==> src/rtl/uart_rx_core_if.sv <==
// ----------------------------------------------------------------------------
// uart_rx_core_if
// Character hand-off bundle between the UART receiver core and its consumer
// (register block / receive FIFO).
//
//   rd_ready    consumer -> core   consumer takes dout this cycle
//   dout        core -> consumer   received character (DATA_BITS wide)
//   dout_valid  core -> consumer   holding register has an unread character
//   frame_err   core -> consumer   stop bit sampled low for the held character
//   parity_err  core -> consumer   parity mismatch for the held character
//   overrun     core -> consumer   one-clk pulse: completed character dropped
//   busy        core -> consumer   receiver is inside a frame
//
// modport master : the receiver core (drives the character side)
// modport slave  : the consumer (drives rd_ready)
// ----------------------------------------------------------------------------
interface uart_rx_core_if #(
    parameter int DATA_BITS = 8
) ();

    logic                 rd_ready;
    logic [DATA_BITS-1:0] dout;
    logic                 dout_valid;
    logic                 frame_err;
    logic                 parity_err;
    logic                 overrun;
    logic                 busy;

    modport master (
        input  rd_ready,
        output dout,
        output dout_valid,
        output frame_err,
        output parity_err,
        output overrun,
        output busy
    );

    modport slave (
        output rd_ready,
        input  dout,
        input  dout_valid,
        input  frame_err,
        input  parity_err,
        input  overrun,
        input  busy
    );

endinterface

==> src/rtl/uart_rx_core.sv <==
// ----------------------------------------------------------------------------
// uart_rx_core
// Oversampling UART receiver. Detects the start edge, re-checks the line in
// the middle of the start bit, then samples every following bit at its
// centre. Data arrives LSB first, is optionally followed by a parity bit and
// then 1 or 2 stop bits. Each finished character is placed in a one-deep
// holding register together with its error flags and handed to the consumer
// with a valid/ready handshake.
//
// Ports:
//   clk        system clock
//   rst        asynchronous, active-high reset
//   baud_tick  one-clk pulse at OVERSAMPLE x baud rate (shared generator)
//   rxd        raw serial line, idle high, asynchronous to clk
//   bus        uart_rx_core_if.master: rd_ready in; dout, dout_valid,
//              frame_err, parity_err, overrun, busy out (all registered)
//
// Parameters:
//   DATA_BITS   5..9 character length
//   OVERSAMPLE  even, >= 4, baud_tick pulses per bit period
//   PARITY_EN   1 = parity bit follows the data bits
//   PARITY_ODD  1 = odd parity, 0 = even
//   STOP_BITS   1 or 2 stop bits checked
// ----------------------------------------------------------------------------
module uart_rx_core #(
    parameter int DATA_BITS  = 8,
    parameter int OVERSAMPLE = 16,
    parameter int PARITY_EN  = 0,
    parameter int PARITY_ODD = 0,
    parameter int STOP_BITS  = 1
) (
    input  logic                  clk,
    input  logic                  rst,
    input  logic                  baud_tick,
    input  logic                  rxd,
    uart_rx_core_if.master        bus
);

    // ------------------------------------------------------------------
    // Constants
    // ------------------------------------------------------------------
    localparam int TW = $clog2(OVERSAMPLE);
    localparam int BW = $clog2(DATA_BITS + 1);

    // Start bit is re-checked half a bit after the edge; every later bit is
    // sampled a full bit period after the previous sample.
    localparam logic [TW-1:0] TICK_MID  = TW'(OVERSAMPLE / 2 - 1);
    localparam logic [TW-1:0] TICK_LAST = TW'(OVERSAMPLE - 1);
    localparam logic [TW-1:0] TICK_ONE  = TW'(1);
    localparam logic [TW-1:0] TICK_ZERO = TW'(0);
    localparam logic [BW-1:0] DATA_LAST = BW'(DATA_BITS - 1);
    localparam logic [BW-1:0] STOP_LAST = BW'(STOP_BITS - 1);
    localparam logic [BW-1:0] BIT_ONE   = BW'(1);
    localparam logic [BW-1:0] BIT_ZERO  = BW'(0);
    localparam logic          PAR_ODD   = (PARITY_ODD != 0);

    typedef enum logic [2:0] {
        ST_IDLE   = 3'd0,
        ST_START  = 3'd1,
        ST_DATA   = 3'd2,
        ST_PARITY = 3'd3,
        ST_STOP   = 3'd4
    } state_t;

    // Even parity of a character (1 when it holds an odd number of ones).
    function automatic logic parity_of(input logic [DATA_BITS-1:0] d);
        return ^d;
    endfunction

    // ------------------------------------------------------------------
    // Registers
    // ------------------------------------------------------------------
    logic                 sync_meta_r;
    logic                 rs_r;
    state_t               state_r;
    logic [TW-1:0]        tick_r;
    logic [BW-1:0]        bit_r;
    logic [DATA_BITS-1:0] shift_r;
    logic                 perr_r;
    logic                 ferr_r;

    logic [DATA_BITS-1:0] dout_r;
    logic                 dout_valid_r;
    logic                 frame_err_r;
    logic                 parity_err_r;
    logic                 overrun_r;
    logic                 busy_r;

    // ------------------------------------------------------------------
    // Combinational next-state signals
    // ------------------------------------------------------------------
    state_t               state_nxt_s;
    logic [TW-1:0]        tick_nxt_s;
    logic [BW-1:0]        bit_nxt_s;
    logic [DATA_BITS-1:0] shift_nxt_s;
    logic                 perr_nxt_s;
    logic                 ferr_nxt_s;
    logic                 done_s;
    logic                 done_ferr_s;
    logic                 read_s;
    logic                 tick_last_s;

    assign tick_last_s = (tick_r == TICK_LAST);
    assign read_s      = dout_valid_r & bus.rd_ready;

    // Two-flop synchroniser for the asynchronous serial line (idles high).
    always_ff @(posedge clk or posedge rst) begin
        if (rst) begin
            sync_meta_r <= 1'b1;
            rs_r        <= 1'b1;
        end else begin
            sync_meta_r <= rxd;
            rs_r        <= sync_meta_r;
        end
    end

    // Frame FSM next-state and datapath next-values.
    always_comb begin
        state_nxt_s = state_r;
        tick_nxt_s  = tick_r;
        bit_nxt_s   = bit_r;
        shift_nxt_s = shift_r;
        perr_nxt_s  = perr_r;
        ferr_nxt_s  = ferr_r;
        done_s      = 1'b0;
        done_ferr_s = ferr_r;

        case (state_r)
            ST_IDLE: begin
                // Edge detect runs on every clk, not only on ticks.
                if (rs_r == 1'b0) begin
                    state_nxt_s = ST_START;
                    tick_nxt_s  = TICK_ZERO;
                    bit_nxt_s   = BIT_ZERO;
                    perr_nxt_s  = 1'b0;
                    ferr_nxt_s  = 1'b0;
                end else begin
                    state_nxt_s = ST_IDLE;
                end
            end

            ST_START: begin
                if (baud_tick) begin
                    if (tick_r == TICK_MID) begin
                        // Line back high at mid start bit: glitch, not a frame.
                        if (rs_r == 1'b1) begin
                            state_nxt_s = ST_IDLE;
                        end else begin
                            state_nxt_s = ST_DATA;
                            tick_nxt_s  = TICK_ZERO;
                            bit_nxt_s   = BIT_ZERO;
                        end
                    end else begin
                        tick_nxt_s = tick_r + TICK_ONE;
                    end
                end else begin
                    tick_nxt_s = tick_r;
                end
            end

            ST_DATA: begin
                if (baud_tick) begin
                    if (tick_last_s) begin
                        tick_nxt_s = TICK_ZERO;
                        // LSB arrives first, so shifting right leaves bit 0
                        // at position 0 after the last data sample.
                        shift_nxt_s = {rs_r, shift_r[DATA_BITS-1:1]};
                        if (bit_r == DATA_LAST) begin
                            bit_nxt_s   = BIT_ZERO;
                            state_nxt_s = (PARITY_EN != 0) ? ST_PARITY : ST_STOP;
                        end else begin
                            bit_nxt_s = bit_r + BIT_ONE;
                        end
                    end else begin
                        tick_nxt_s = tick_r + TICK_ONE;
                    end
                end else begin
                    tick_nxt_s = tick_r;
                end
            end

            ST_PARITY: begin
                if (baud_tick) begin
                    if (tick_last_s) begin
                        tick_nxt_s  = TICK_ZERO;
                        bit_nxt_s   = BIT_ZERO;
                        perr_nxt_s  = ((parity_of(shift_r) ^ rs_r) != PAR_ODD);
                        state_nxt_s = ST_STOP;
                    end else begin
                        tick_nxt_s = tick_r + TICK_ONE;
                    end
                end else begin
                    tick_nxt_s = tick_r;
                end
            end

            ST_STOP: begin
                if (baud_tick) begin
                    if (tick_last_s) begin
                        tick_nxt_s = TICK_ZERO;
                        ferr_nxt_s = ferr_r | ~rs_r;
                        if (bit_r == STOP_LAST) begin
                            // Leave mid stop bit so the next start edge is
                            // caught without any dead time.
                            done_s      = 1'b1;
                            done_ferr_s = ferr_r | ~rs_r;
                            bit_nxt_s   = BIT_ZERO;
                            state_nxt_s = ST_IDLE;
                        end else begin
                            bit_nxt_s = bit_r + BIT_ONE;
                        end
                    end else begin
                        tick_nxt_s = tick_r + TICK_ONE;
                    end
                end else begin
                    tick_nxt_s = tick_r;
                end
            end

            default: begin
                state_nxt_s = ST_IDLE;
                tick_nxt_s  = TICK_ZERO;
                bit_nxt_s   = BIT_ZERO;
            end
        endcase
    end

    // Frame FSM state and datapath registers.
    always_ff @(posedge clk or posedge rst) begin
        if (rst) begin
            state_r <= ST_IDLE;
            tick_r  <= TICK_ZERO;
            bit_r   <= BIT_ZERO;
            shift_r <= {DATA_BITS{1'b0}};
            perr_r  <= 1'b0;
            ferr_r  <= 1'b0;
            busy_r  <= 1'b0;
        end else begin
            state_r <= state_nxt_s;
            tick_r  <= tick_nxt_s;
            bit_r   <= bit_nxt_s;
            shift_r <= shift_nxt_s;
            perr_r  <= perr_nxt_s;
            ferr_r  <= ferr_nxt_s;
            // Taken from the next state so busy lines up with state_r.
            busy_r  <= (state_nxt_s != ST_IDLE);
        end
    end

    // Holding register: load on completion, clear valid on read, flag drops.
    always_ff @(posedge clk or posedge rst) begin
        if (rst) begin
            dout_r       <= {DATA_BITS{1'b0}};
            dout_valid_r <= 1'b0;
            frame_err_r  <= 1'b0;
            parity_err_r <= 1'b0;
            overrun_r    <= 1'b0;
        end else begin
            overrun_r <= 1'b0;
            if (done_s) begin
                // A read in the same cycle frees the slot for the new character.
                if (!dout_valid_r || read_s) begin
                    dout_r       <= shift_r;
                    frame_err_r  <= done_ferr_s;
                    parity_err_r <= perr_r;
                    dout_valid_r <= 1'b1;
                end else begin
                    overrun_r <= 1'b1;
                end
            end else if (read_s) begin
                dout_valid_r <= 1'b0;
            end else begin
                dout_valid_r <= dout_valid_r;
            end
        end
    end

    assign bus.dout       = dout_r;
    assign bus.dout_valid = dout_valid_r;
    assign bus.frame_err  = frame_err_r;
    assign bus.parity_err = parity_err_r;
    assign bus.overrun    = overrun_r;
    assign bus.busy       = busy_r;

endmodule

==> src/flat_wrapper.sv <==
// flat-port wrapper written by rule: the top's interface ports become plain ports
module uart_rx_core_flat 
#(
    parameter int DATA_BITS  = 8,
    parameter int OVERSAMPLE = 16,
    parameter int PARITY_EN  = 0,
    parameter int PARITY_ODD = 0,
    parameter int STOP_BITS  = 1
)
  (clk, rst, baud_tick, rxd, bus_rd_ready, bus_dout, bus_dout_valid, bus_frame_err, bus_parity_err, bus_overrun, bus_busy);
  uart_rx_core_if #(.DATA_BITS(DATA_BITS)) bus_i ();
  input  logic clk;
  input  logic rst;
  input  logic baud_tick;
  input  logic rxd;
  input wire logic [$bits(bus_i.rd_ready)-1:0] bus_rd_ready;
  output wire logic [$bits(bus_i.dout)-1:0] bus_dout;
  output wire logic [$bits(bus_i.dout_valid)-1:0] bus_dout_valid;
  output wire logic [$bits(bus_i.frame_err)-1:0] bus_frame_err;
  output wire logic [$bits(bus_i.parity_err)-1:0] bus_parity_err;
  output wire logic [$bits(bus_i.overrun)-1:0] bus_overrun;
  output wire logic [$bits(bus_i.busy)-1:0] bus_busy;
  assign bus_i.rd_ready = bus_rd_ready;
  assign bus_dout = bus_i.dout;
  assign bus_dout_valid = bus_i.dout_valid;
  assign bus_frame_err = bus_i.frame_err;
  assign bus_parity_err = bus_i.parity_err;
  assign bus_overrun = bus_i.overrun;
  assign bus_busy = bus_i.busy;
  uart_rx_core #(.DATA_BITS(DATA_BITS), .OVERSAMPLE(OVERSAMPLE), .PARITY_EN(PARITY_EN), .PARITY_ODD(PARITY_ODD), .STOP_BITS(STOP_BITS)) u_core (.clk(clk), .rst(rst), .baud_tick(baud_tick), .rxd(rxd), .bus(bus_i));
endmodule
==> config.mk <==
export PLATFORM = sky130hd
export DESIGN_NAME = uart_rx_core_flat
export DESIGN_NICKNAME = d
export VERILOG_FILES = /design/src/rtl/uart_rx_core_if.sv /design/src/rtl/uart_rx_core.sv /design/src/flat_wrapper.sv
export SDC_FILE = /design/constraint.sdc
export NUM_CORES = 1
export LEC_CHECK = 0
export ABC_AREA = 1
export CORE_ASPECT_RATIO = 0.7
export CORE_MARGIN = 8
export CORE_UTILIZATION = 45
export DETAILED_ROUTE_END_ITERATION = 7
export HOLD_SLACK_MARGIN = 0.1
export PLACE_DENSITY = 0.7
export SETUP_SLACK_MARGIN = 0.3
export SYNTH_ARGS = -nofsm -noshare
export SYNTH_HDL_FRONTEND = slang
export SYNTH_SLANG_ARGS = --single-unit
==> constraint.sdc <==
create_clock -name clk -period 3.9 [get_ports clk]
set_clock_uncertainty 0.2 [all_clocks]
set_input_delay 0.78 -clock clk [delete_from_list [all_inputs] [get_ports clk]]
set_output_delay 0.78 -clock clk [all_outputs]
set_load 0.03 [all_outputs]
After elaboration in Yosys (flattened, before gate mapping)
Index checks and enable logic that the tools add are counted.
{ "classes": {"n_reduce_logical": 17, "addsub": 2, "eq_ne": 18, "muxes": 51, "bitwise_logic": 4} }
{ "ops": {"columns": ["operator", "count"], "rows": [
  ["4-bit two-way mux", 16],
  ["3-bit two-way mux", 10],
  ["4-bit case mux with 5 select lines", 1],
  ["1-bit two-way mux", 19],
  ["3-bit case mux with 5 select lines", 1],
  ["2-bit inequality test, second input constant", 6],
  ["4-bit case mux with 3 select lines", 1],
  ["2-bit by 1-bit inequality test with 1-bit output, second input constant", 5],
  ["4-bit by 1-bit adder with 4-bit output, second input constant", 2],
  ["4-bit by 3-bit equality test with 1-bit output, second input constant", 2],
  ["4-bit AND reduction", 2],
  ["8-bit AND reduction", 1],
  ["8-bit parity", 1],
  ["3-bit by 2-bit equality test with 1-bit output, second input constant", 2],
  ["2-bit AND reduction", 3],
  ["2-bit nonzero test", 3],
  ["4-bit equality test, second input constant", 1],
  ["4-bit logical NOT", 1],
  ["1-bit case mux with 2 select lines", 2],
  ["3-bit by 1-bit equality test with 1-bit output, second input constant", 1],
  ["3-bit equality test, second input constant", 1],
  ["3-bit logical NOT", 1],
  ["3-bit AND reduction", 1],
  ["3-bit nonzero test", 1],
  ["other kinds (8)", 8]
]} }
{ "totals": {"word_cells": 106, "reg_bits": 36, "out_inout_bits": 13} }

Logic depth before layout (Yosys ltp)
Gate-level depths: netlist of run 1.
{ "logic_depth": {"depth_word": 7, "mapped_depth": 11} }

Worst setup path before layout of run 1
Ideal clock, no wire load.
{ "synth_timing": {"kind": "input -> register", "from": "input port baud_tick", "to": "register u_core.bit_r[2]", "setup_time_ns": 0.121, "required_ns": 3.579, "arrival_ns": 1.359, "path_buffers": 0, "setup_slack_ns": 2.220, "path_stages": 8, "cell_sequence": "nand3_4 > clkinv_2 > nor2_2 > nor2_4 > nand2_4 > inv_4 > nand2_1 > o21ai_1"} }
{ "synth_between": {"elab_chain_cells": 2} }
{ "synth_rtl": {"columns": ["element", "line_no", "text"], "rows": [
  ["start: declaration", "flat_wrapper.sv:14", "input logic baud_tick;"],
  ["2-bit inequality test (no source line)", null, null],
  ["8-bit AND reduction (no source line) *", null, null],
  ["end signal: assignment", "uart_rx_core.sv:241", "bit_r <= bit_nxt_s;"],
  ["end: declaration", "uart_rx_core.sv:77", "logic [BW-1:0] bit_r;"]
]} }
Every way passes the cells marked *; elsewhere a longest branch is shown, timed or not.
A chain may end at the register's enable or synchronous reset.

Worst setup path after layout of run 1
{ "layout_timing": {"from": "input port baud_tick", "to": "register u_core.frame_err_r, in the netlist u_core.bus.frame_err"} }
{ "layout_between": {"elab_chain_cells": 3} }
{ "layout_rtl": {"columns": ["element", "line_no", "text"], "rows": [
  ["1-bit two-way mux", "uart_rx_core.sv:198", "if (baud_tick) begin"],
  ["1-bit two-way mux", "uart_rx_core.sv:128", "case (state_r)"],
  ["2-bit AND reduction (no source line)", null, null],
  ["end signal: assignment", "uart_rx_core.sv:264", "frame_err_r <= done_ferr_s;"],
  ["end: declaration", "uart_rx_core.sv:84", "logic frame_err_r;"]
]} }
Parallel ways exist; a longest one is shown, timed or not.

==> run metrics, run 1 <==
status completed; setup slack, reg-to-reg 1900 ps; critical-path cell list clkdlybuf4s50_1 -> nand3_4 -> nor2_4 -> nand3_2 -> nor3_4 -> a21oi_2; maximum vdd drop 0.000175 V; RSZ-0062 raised after global routing false; Fmax 427 MHz; sequential share of the synthesized area 0.425; Die Area slightly above 7000 um2; grt ovf 0; M3 GR Usage 0.0350; Post-Route WL 4110 um; post-route minimum period 2340 ps; Net Switching 0.364 mW; num rows 21; ys flop type dfrtp_1; synth-to-layout area growth 13.0%; TritonCTS clock tree done; Sw Ratio 0.361; CTS Buf Count 5; Top Usage Layer GRT met2; cts hold-fix bufs 0; layout filler cell count ~440; Setup CP Type in2reg; Crit path required time 3870 ps; Pleak 1.19 nW; async set-reset flop share out of synthesis 1.00; post-synth top area cell dfrtp_1; PwrDens 420 nW/um2; Total Nets Final 294; Final Total Pwr a little over 1 mW; P_int 0.645 mW; top cells by area, synth dfrtp_1 40%, nand2_1 15%, inv_1 5.3%; routed vias/inst 4.86; CP Max Fanout 20; Total GRT Usage 0.129; average routed wire per standard cell 11.9 um; crit end category register; Cell Area, Synth between 2000 and 2500 um2; Antenna Cells 0; final core utilization 0.516; crit path DAT 2310 ps; post-DP HPWL ~3000 um; Synth top area share 0.401; Iter 0 DRT Violations 55; htree depth 2; die extent in y 73.5 um; Placed Cells incl. Taps 336; Syn Area/Cell 7.92 um2; CTS Buffer Depth 2; final setup TNS 0 ps; final setup violation count 0; Post-synth EDFFs 0; Netlist cell types 34; Vias 1672; Post-CTS Resized 0; HP Class reg2reg; worst-skew pair later-pin latency 290 ps; Die X 98.1 um; initial antenna violation count 0; clk root buf clkbuf_8; Routed Antenna Nets 0; setup bufs post-CTS 0; gp weighted congestion 0.810; first-pass GRT wire length 7360 um; Worst Slack Setup Final 1560 ps; Initial Util 0.457; final cell count without fillers 344; final slew viol count 0; I/O pin cnt 18; slowest stage delay, CP 590 ps; vias in the first global route 1618; Startpoint Class input pin; clk slew on worst S/H paths 70 ps; fin crit share 0.601; Worst-Margin Slew ~440 ps; pre-CTS WS 1280 ps; Comb power frac 0.266; Seq pwr share 0.475; M1 GR Usage 0.171; largest net degree at the start of global routing 33; share of post-route cells with drive strength above 1 0.174; port buffer count 17; final hold violations 0; drt first pass iters 4; syn_nets 276; flip-flop and latch area 903 um2; grt met2 use 0.185; Clk pwr share 0.259; Clock Sink Count 36; synthesized instance count 268; core area 4650 um2; Crit-path slowest cell clkdlybuf4s50_1; Seq cells post-synth 36; MaxCap Viol Count 0; DRC viols 0; Worst slew margin 0.706; Yosys warnings 0; area of the multi-input gates 1010 um2
layout by cell type, fill, tap and decap left out, types with 2 or more instances in the layout:
cell type	Yosys	layout
o21ai_1	13	13
clkdlybuf4s50_1	0	17
o21ai_2	10	10
nand4_1	2	2
nand2_1	85	85
clkinv_2	3	4
inv_2	5	5
clkbuf_8	0	5
xor2_1	5	5
nor2_1	18	18
nor2_2	4	4
dfstp_2	2	2
nand2_2	4	4
nand3_1	14	14
ha_1	3	3
xnor2_1	3	3
nand3_2	2	2
dfrtp_1	34	34
o21ai_0	3	3
clkbuf_1	0	2
nand2_4	4	4
a21oi_1	4	4
inv_1	30	30
nor2_4	3	3
per-stage QoR:
| step | cell area, um2 | hold slack (ps) |
|---|---|---|
| after floorplan | 2120 | 145 |
| after global placement | 2320 | 153 |
| after detailed placement | 2320 | 149 |
| after CTS | 2400 | 159 |
| after global routing | 2400 | 168 |
| final | 2400 | 161 |
power by group through the flow:
stage	registers, mW	clock network (mW)	logic [mW]
final	0.479	0.261	0.268
after global routing	0.489	0.290	0.312
after CTS	0.478	0.270	0.271
after detailed placement	0.485	0	0.267
after global placement	0.483	0	0.261
after floorplan	0.470	0	0.227
cells by family after synthesis:
family	count (synthesis)	share of synthesized area
AOI/OAI and AO/OA	34	0.103
buffers and inverters	46	0.0972
DFF	36	0.425
adders and majority gates	3	0.0177
and+or+nand+nor	141	0.324
xor gates and xnor gates	8	0.0330
metal layers:
layer,up-vias,share of wire
met5,-,0
met4,0,0.023
met3,8,0.048
met2,31,0.40
met1,763,0.53
li1,870,-
synth_stat cells, types with 3 or more instances:
master and n:
xor2_1 5, nand3_1 14, xnor2_1 3, o21ai_1 13, buf_6 3, nand2_4 4, inv_2 5, clkinv_2 3
nor2_4 3, inv_1 30, o21ai_2 10, a21oi_1 4, nor2_2 4, buf_2 3, o21ai_0 3, nor2_1 18
nand2_2 4, dfrtp_1 34, ha_1 3, nand2_1 85
worst max-delay path: cells and delay by family:
family          cells  cell delay (ps)
simple gates        4              900
buf+inv             1              590
compound gates      1               40
state kept, by name, summed over array words and instances, names as in the netlist, 3 cells and up:
name / flops
u_core.tick_r: 4
u_core.shift_r: 8
u_core.bus.dout: 8
u_core.state_r: 3
u_core.bit_r: 4
final timing paths:
check                                        startpoint                               end  cells past startpoint
max                                           baud_tick  u_core.bus.frame_err$_DFFE_PP0P_                      6
min reg2reg                u_core.sync_meta_r$_DFF_PP1_             u_core.rs_r$_DFF_PP1_                      0
max in group asynchronous                           rst             u_core.rs_r$_DFF_PP1_                      3
max reg2reg                u_core.tick_r[0]$_DFFE_PP0P_  u_core.bus.frame_err$_DFFE_PP0P_                      8
min                        u_core.sync_meta_r$_DFF_PP1_             u_core.rs_r$_DFF_PP1_                      0
min in group asynchronous                           rst      u_core.tick_r[3]$_DFFE_PP0P_                      2
layout make-up:
class | count | area share
Clock buffer | 7 | 0.0318
Clock inverter | 1 | 0.00209
Inverter | 39 | 0.0636
Multi-Input combinational cell | 186 | 0.422
Sequential cell | 36 | 0.376
Tap cell | 57 | 0.0297
Timing Repair Buffer | 18 | 0.0740
No activity file was read; power rests on OpenSTA's default activity.
==> inputs of run 2 (changes only) <==
--- a/config.mk
+++ b/config.mk
@@ -11,7 +11,7 @@
 export CORE_UTILIZATION = 45
 export DETAILED_ROUTE_END_ITERATION = 7
 export HOLD_SLACK_MARGIN = 0.1
-export PLACE_DENSITY = 0.7
+export PLACE_DENSITY = 0.72
 export SETUP_SLACK_MARGIN = 0.3
 export SYNTH_ARGS = -nofsm -noshare
 export SYNTH_HDL_FRONTEND = slang
==> constraint.sdc (replaced) <==
create_clock -name clk -period 2 [get_ports clk]
set_clock_uncertainty 0.2 [all_clocks]
set_input_delay 0.4 -clock clk [delete_from_list [all_inputs] [get_ports clk]]
set_output_delay 0.4 -clock clk [all_outputs]
set_load 0.03 [all_outputs]
==> run 2 against run 1 <==
Net effect: global-route usage grew 0.61 points; clock-buffer cell count decreased by 1; total power up 130%; sequential share of layout area shrank 3.2 points; flip-flop and latch count stayed put; combinational power grew to 2.6 times the previous value; clock power increased by 140%; worst hold slack worse by 2.8 ps; final area up 9.2%; register-to-register slack worse by 1600 ps; wire length up 8.2%; critical path type is now reg2reg.
==> run metrics, run 2 (same netlist as run 1, synthesis figures left out) <==
status completed (unchanged); average routed wire per standard cell 12.4 um (was 11.9 um); pre-CTS WS 38.2 ps (was 1280 ps); share of post-route cells with drive strength above 1 0.237 (was 0.174); reg2reg path depth 9 (was 8); routed vias/inst 4.94 (was 4.86); maximum vdd drop 0.000412 V (was 0.000175 V); grt ovf 0 (unchanged); CP Max Fanout 20 (unchanged); RR Startpoint u_core.tick_r[0]$_DFFE_PP0P_ (unchanged); Total GRT Usage 0.135 (was 0.129); RSZ-0062 raised after global routing true (was false); critical-path cell list ha_4 -> nand2_4 -> clkinv_4 -> nand3_4 -> nor2_4 -> nand3_2 -> buf_12 -> nor3_4 -> a21oi_2 (was clkdlybuf4s50_1 -> nand3_4 -> nor2_4 -> nand3_2 -> nor3_4 -> a21oi_2); Worst Slack Setup Final 287 ps (was 1560 ps); Critical path origin u_core.tick_r[0]$_DFFE_PP0P_ (was baud_tick); PwrDens 869 nW/um2 (was 420 nW/um2); commonest non-fill, non-tap cells in the layout 84 x nand2_1, 34 x dfrtp_1, 30 x inv_1, 17 x nor2_1 (was 85 x nand2_1, 34 x dfrtp_1, 30 x inv_1, 18 x nor2_1, 17 x clkdlybuf4s50_1); synth-to-layout area growth 23.4% (was 13.0%); final setup TNS 0 ps (unchanged); final hold violations 0 (unchanged); largest net degree at the start of global routing 37 (was 33); Sw Ratio 0.343 (was 0.361); Comb power frac 0.307 (was 0.266); cts hold-fix bufs 0 (unchanged); setup slack, reg-to-reg 290 ps (was 1900 ps); area of the multi-input gates 1070 um2 (was 1010 um2); Startpoint Class register (was input pin); Net Switching 0.782 mW (was 0.364 mW); MaxCap Viol Count 0 (unchanged); initial antenna violation count 0 (unchanged); gp weighted congestion 0.819 (was 0.810); Initial Util 0.457 (unchanged); Antenna Cells 0 (unchanged); commonest non-fill, non-tap cell in the layout nand2_1 (unchanged); DRC viols 0 (unchanged); Post-Route WL 4440 um (was 4110 um); die extent in y 73.5 um (unchanged); HP Class reg2reg (unchanged); htree depth 2 (unchanged); Pleak 1.35 nW (was 1.19 nW); layout filler cell count 416 (was 438); CTS Buf Count 5 (unchanged); clk slew on worst S/H paths 80 ps (was 70 ps); Worst slew margin 0.794 (was 0.706); CTS Buffer Depth 2 (unchanged); Worst-Margin Slew 310 ps (was 440 ps); Crit path required time 1980 ps (was 3870 ps); CP bufs+invs 2 (was 1); Iter 0 DRT Violations 66 (was 55); Placed Cells incl. Taps 340 (was 336); Seq pwr share 0.413 (was 0.475); flip-flop and latch area 903 um2 (unchanged); slowest stage delay, CP 400 ps (was 590 ps); Die Area 7210 um2 (unchanged); Die X 98.1 um (unchanged); Vias 1764 (was 1672); Routed Antenna Nets 0 (unchanged); Setup CP Type reg2reg (was in2reg); Clock Sink Count 36 (unchanged); final slew viol count 0 (unchanged); post-DP HPWL 3060 um (was 2970 um); Placed Area 2400 um2 (was 2320 um2); crit-path leading delay family simple AND/OR/NAND/NOR gates (unchanged); post-route minimum period 1710 ps; crit end category register (unchanged); core area 4650 um2 (unchanged); Final Instance Area 2620 um2 (was 2400 um2); Clk pwr share 0.280 (was 0.259); first-pass GRT wire length 7790 um (was 7360 um); Crit-path slowest cell dfrtp_1 (was clkdlybuf4s50_1); drt first pass iters 4 (unchanged); TritonCTS clock tree done (unchanged); Total Nets Final 307 (was 294); hold depth 0 (unchanged); worst-skew pair later-pin latency 290 ps (about the same); fin crit share 0.857; I/O pin cnt 18 (unchanged); P_int 1.50 mW (was 0.645 mW); num rows 21 (unchanged); Worst R2R End u_core.bus.frame_err$_DFFE_PP0P_ (unchanged); crit path DAT 1700 ps (was 2310 ps); final setup violation count 0 (unchanged); Fmax 584 MHz; hold endpoint u_core.rs_r$_DFF_PP1_ (unchanged); port buffer count 17 (unchanged); vias in the first global route 1721 (was 1618); clk root buf clkbuf_8 (unchanged); final cell count without fillers 357 (was 344); Min Hold Slack 158 ps (was 161 ps); Hold Startpoint u_core.sync_meta_r$_DFF_PP1_ (unchanged)
run 2: changes by cell type in the layout (fill, tap and decap cells not counted), sizes merged:
cell | before | now
buf | 1 | 14
clkdlybuf4s50 | 17 | 4
dlygate4sd2 | 0 | 13
bufinv | 0 | 1
clkbuf | 7 | 6
run 2: worst max-delay path by stage:
stage / cells past startpoint / slack [ps] / endpoint
6_report: 9 / 290 / u_core.bus.frame_err$_DFFE_PP0P_
5_1_grt: 9 / 190 / u_core.bus.frame_err$_DFFE_PP0P_
4_1_cts: 8 / 280 / u_core.bus.frame_err$_DFFE_PP0P_
3_5_place_dp: 7 / 40 / u_core.bus.frame_err$_DFFE_PP0P_
3_3_place_gp: 7 / 90 / u_core.bus.busy$_DFF_PP0_
2_1_floorplan: 11 / 330 / u_core.bit_r[2]$_DFFE_PP0P_
run 2: cell type report:
type	instances	share of cell area
clock buffer	6	0.0277
clock inverter	2	0.0134
inverter	39	0.0611
multi-input combinational	186	0.408
sequential	36	0.345
tap	57	0.0272
timing repair buffer	31	0.118
run 2: power by group through the flow:
stage,Clock [mW],Sequential [mW],Combinational (mW)
finish,0.639,0.940,0.699
detailed placement,0,0.945,0.535
global route,0.692,0.955,0.790
CTS,0.658,0.928,0.619
floorplan,0,0.916,0.442
global placement,0,0.942,0.517
run 2: what timing repair did:
action / 4_1_cts / 5_1_grt
resized for setup: 21 / 6
cloned: 0 / 0
pin swaps: 1 / 4
setup endpoints to repair: 30 / 20
buffers inserted: 3 / 6
run 2: metrics by stage:
step,utilization,power [mW]
5_1_grt,0.563,2.44
4_1_cts,0.549,2.21
2_1_floorplan,-,1.36
3_5_place_dp,0.516,1.48
3_3_place_gp,0.516,1.46
6_report,0.563,2.28
run 2: metal layers:
| layer | share of wire | global-route usage | vias to the layer above | wire, um |
|---|---|---|---|---|
| met5 | 0 | 0 | - | 0 |
| met4 | 0.015 | 0.0515 | 0 | 68 |
| met3 | 0.048 | 0.0331 | 7 | 211 |
| met2 | 0.43 | 0.216 | 34 | 1910 |
| met1 | 0.51 | 0.173 | 822 | 2250 |
| li1 | - | - | 901 | - |
run 2: worst register-to-register path, stage by stage, from the launching register on:
cell	delay (ps)
dfrtp_1	400
ha_4	160
nand2_4	60
clkinv_4	60
nand3_4	120
nor2_4	170
nand3_2	100
buf_12	170
nor3_4	120
a21oi_2	40
==> inputs of run 3 (changes only) <==
--- a/config.mk
+++ b/config.mk
@@ -11,7 +11,7 @@
 export CORE_UTILIZATION = 45
 export DETAILED_ROUTE_END_ITERATION = 7
 export HOLD_SLACK_MARGIN = 0.1
-export PLACE_DENSITY = 0.72
+export PLACE_DENSITY = 0.7
 export SETUP_SLACK_MARGIN = 0.3
 export SYNTH_ARGS = -nofsm -noshare
 export SYNTH_HDL_FRONTEND = slang
==> constraint.sdc (replaced) <==
create_clock -name clk -period 1.65 [get_ports clk]
set_clock_uncertainty 0.2 [all_clocks]
set_input_delay 0.33 -clock clk [delete_from_list [all_inputs] [get_ports clk]]
set_output_delay 0.33 -clock clk [all_outputs]
set_load 0.03 [all_outputs]
==> run 3 against run 2 <==
Net effect: the flow now finishes with violations (setup timing); combinational power grew 67%; worst setup slack worse by 410 ps; sequential power is 20% higher; critical endpoint is now u_core.bus.dout[4]$_DFFE_PP0P_; largest cell class unchanged; largest power group is now combinational logic.
==> run metrics, run 3 (same netlist as run 1, synthesis figures left out) <==
Setup CP Type reg2reg (unchanged); Comb power frac 0.377 (was 0.307); crit path DAT 1750 ps (was 1700 ps); Crit path required time 1630 ps (was 1980 ps); Worst Slack Setup Final -120 ps (was 287 ps); vias in the first global route 1748 (was 1721); die extent in y 73.5 um (unchanged); Worst-Margin Slew 365 ps (was 310 ps); share of post-route cells with drive strength above 1 0.455 (was 0.237); MaxCap Viol Count 0 (unchanged); crit end category register (unchanged); final slew viol count 0 (unchanged); Seq pwr share 0.365 (was 0.413); RSZ-0062 raised after global routing true (unchanged); pre-CTS WS -269 ps (was 38.2 ps); commonest non-fill, non-tap cells in the layout 64 x nand2_1, 33 x dfrtp_1, 31 x buf_4, 30 x inv_1, 23 x buf_6 (was 84 x nand2_1, 34 x dfrtp_1, 30 x inv_1, 17 x nor2_1); Sw Ratio 0.352 (was 0.343); Antenna Cells 0 (unchanged); Startpoint Class register (unchanged); Top Usage Layer GRT met2 (unchanged); Total GRT Usage 0.142 (was 0.135); Net Switching 1.09 mW (was 0.782 mW); Worst slew margin 0.754 (was 0.794); htree depth 2 (unchanged); post-route minimum period 1770 ps (was 1710 ps); core area 4650 um2 (unchanged); final cell count without fillers 389 (was 357); post-DP HPWL 3130 um (was 3060 um); HP Class reg2reg (unchanged); Routed Antenna Nets 0 (unchanged); Post-Route WL 4930 um (was 4440 um); failing checks setup timing; maximum vdd drop 0.000644 V (was 0.000412 V); clk root buf clkbuf_8 (unchanged); status complete, but fails checks (was completed); I/O pin cnt 18 (unchanged); P_int 2.01 mW (was 1.50 mW); largest net degree at the start of global routing 37 (unchanged); CP Max Fanout 8 (was 20); Die X 98.1 um (unchanged); first-pass GRT wire length 8230 um (was 7790 um); Clk pwr share 0.258 (was 0.280); Iter 0 DRT Violations 56 (was 66); port buffer count 17 (unchanged); worst-skew pair later-pin latency 290 ps (about the same); Clock Sink Count 36 (unchanged); Total Nets Final 339 (was 307); reg2reg path depth 10 (was 9); hold endpoint u_core.rs_r$_DFF_PP1_ (unchanged); Hold Startpoint u_core.sync_meta_r$_DFF_PP1_ (unchanged); initial antenna violation count 0 (unchanged); Initial Util 0.457 (unchanged); Fmax 565 MHz (was 584 MHz); M3 GR Usage 0.0397 (was 0.0331); average routed wire per standard cell 12.7 um (was 12.4 um); Worst R2R End u_core.bus.dout[4]$_DFFE_PP0P_ (was u_core.bus.frame_err$_DFFE_PP0P_); DRC viols 0 (unchanged); gp weighted congestion 0.840 (was 0.819); drt first pass iters 5 (was 4); Vias 1849 (was 1764); num rows 21 (unchanged); routed vias/inst 4.75 (was 4.94); commonest non-fill, non-tap cell in the layout nand2_1 (unchanged); Placed Cells incl. Taps 357 (was 340); fin crit share 1.07 (was 0.857); synth-to-layout area growth 46.6% (was 23.4%); TritonCTS clock tree done (unchanged); grt met2 use 0.211 (was 0.216); Die Area 7210 um2 (unchanged); RR Startpoint u_core.tick_r[0]$_DFFE_PP0P_ (unchanged); M1 GR Usage 0.194 (was 0.173); final hold violations 0 (unchanged); PwrDens 998 nW/um2 (was 869 nW/um2); final setup violation count 22 (was 0); CTS Buf Count 5 (unchanged); clk slew on worst S/H paths 80 ps (about the same); hold depth 0 (unchanged); CTS Buffer Depth 2 (unchanged); Pleak 1.57 nW (was 1.35 nW); grt ovf 0 (unchanged); setup slack, reg-to-reg -120 ps (was 290 ps); final core utilization 0.669 (was 0.563)
run 3: changes by cell type in the layout (fill, tap and decap cells not counted), sizes merged:
cell         delta
clkinv          -1
dlygate4sd2    -13
clkinvlp        +1
buf            +44
inv             +1
run 3: per-layer routing:
| metal | wire length (um) | part of all wire | vias up |
|---|---|---|---|
| met2 | 2100 | 0.43 | 33 |
| met4 | 46 | 0.0093 | 0 |
| met3 | 181 | 0.037 | 7 |
| met5 | 0 | 0 | - |
| li1 | - | - | 958 |
| met1 | 2610 | 0.53 | 851 |
run 3: cell type report:
class,count,area [um2]
inverters,39,165
clock buffers,5,68.8
flip-flops and latches,36,905
well taps,57,71.3
fillers,373,1540
repair buffers,63,632
multi-input cells,186,1230
clock inverters,3,42.5
run 3: worst max-delay path by stage:
stage,to,from,slack [ps],depth (start not counted)
3_3_place_gp,u_core.bus.busy$_DFF_PP0_,baud_tick,-250,8
5_1_grt,u_core.bit_r[3]$_DFFE_PP0P_,u_core.tick_r[0]$_DFFE_PP0P_,-200,12
3_5_place_dp,u_core.bus.busy$_DFF_PP0_,baud_tick,-270,8
2_1_floorplan,u_core.bus.busy$_DFF_PP0_,u_core.tick_r[0]$_DFFE_PP0P_,9,9
4_1_cts,u_core.bit_r[3]$_DFFE_PP0P_,u_core.tick_r[0]$_DFFE_PP0P_,-120,12
6_report,u_core.bus.dout[4]$_DFFE_PP0P_,u_core.tick_r[0]$_DFFE_PP0P_,-120,10
run 3: timing repair:
item                                    4_1_cts  5_1_grt
resized for setup                           112       43
setup buffers                                12       10
pin swaps                                    12       18
hold endpoints to repair                      0        0
hold buffers                                  0        0
cloned                                        1        1
endpoints found under the setup margin       47       47
run 3: power by group through the flow:
stage | sequential (mW) | clock (mW) | combinational (mW)
floorplan | 1.11 | 0 | 0.552
global placement | 1.10 | 0 | 0.878
detailed placement | 1.11 | 0 | 0.910
CTS | 1.12 | 0.810 | 1.07
global route | 1.15 | 0.859 | 1.29
finish | 1.13 | 0.801 | 1.17
run 3: critical path: stages (launching register included):
cell	delay, ps
dfrtp_1	400
ha_4	160
nand2_4	60
clkinv_4	50
nand3_4	90
buf_12	150
nor2_4	120
nand3_4	140
buf_8	170
nand2_2	50
o21ai_1	50
run 3: stage by stage:
| stage | power [mW] | instance area, um2 | hold WS, ps | TNS (ps) |
|---|---|---|---|---|
| 5_1_grt | 3.30 | 3110 | 160 | -3820 |
| 2_1_floorplan | 1.66 | 2150 | 134 | 0 |
| 3_5_place_dp | 2.02 | 2530 | 147 | -6190 |
| 3_3_place_gp | 1.98 | 2530 | 147 | -5390 |
| 4_1_cts | 3.00 | 2890 | 159 | -1120 |
| 6_report | 3.10 | 3110 | 159 | -1820 |
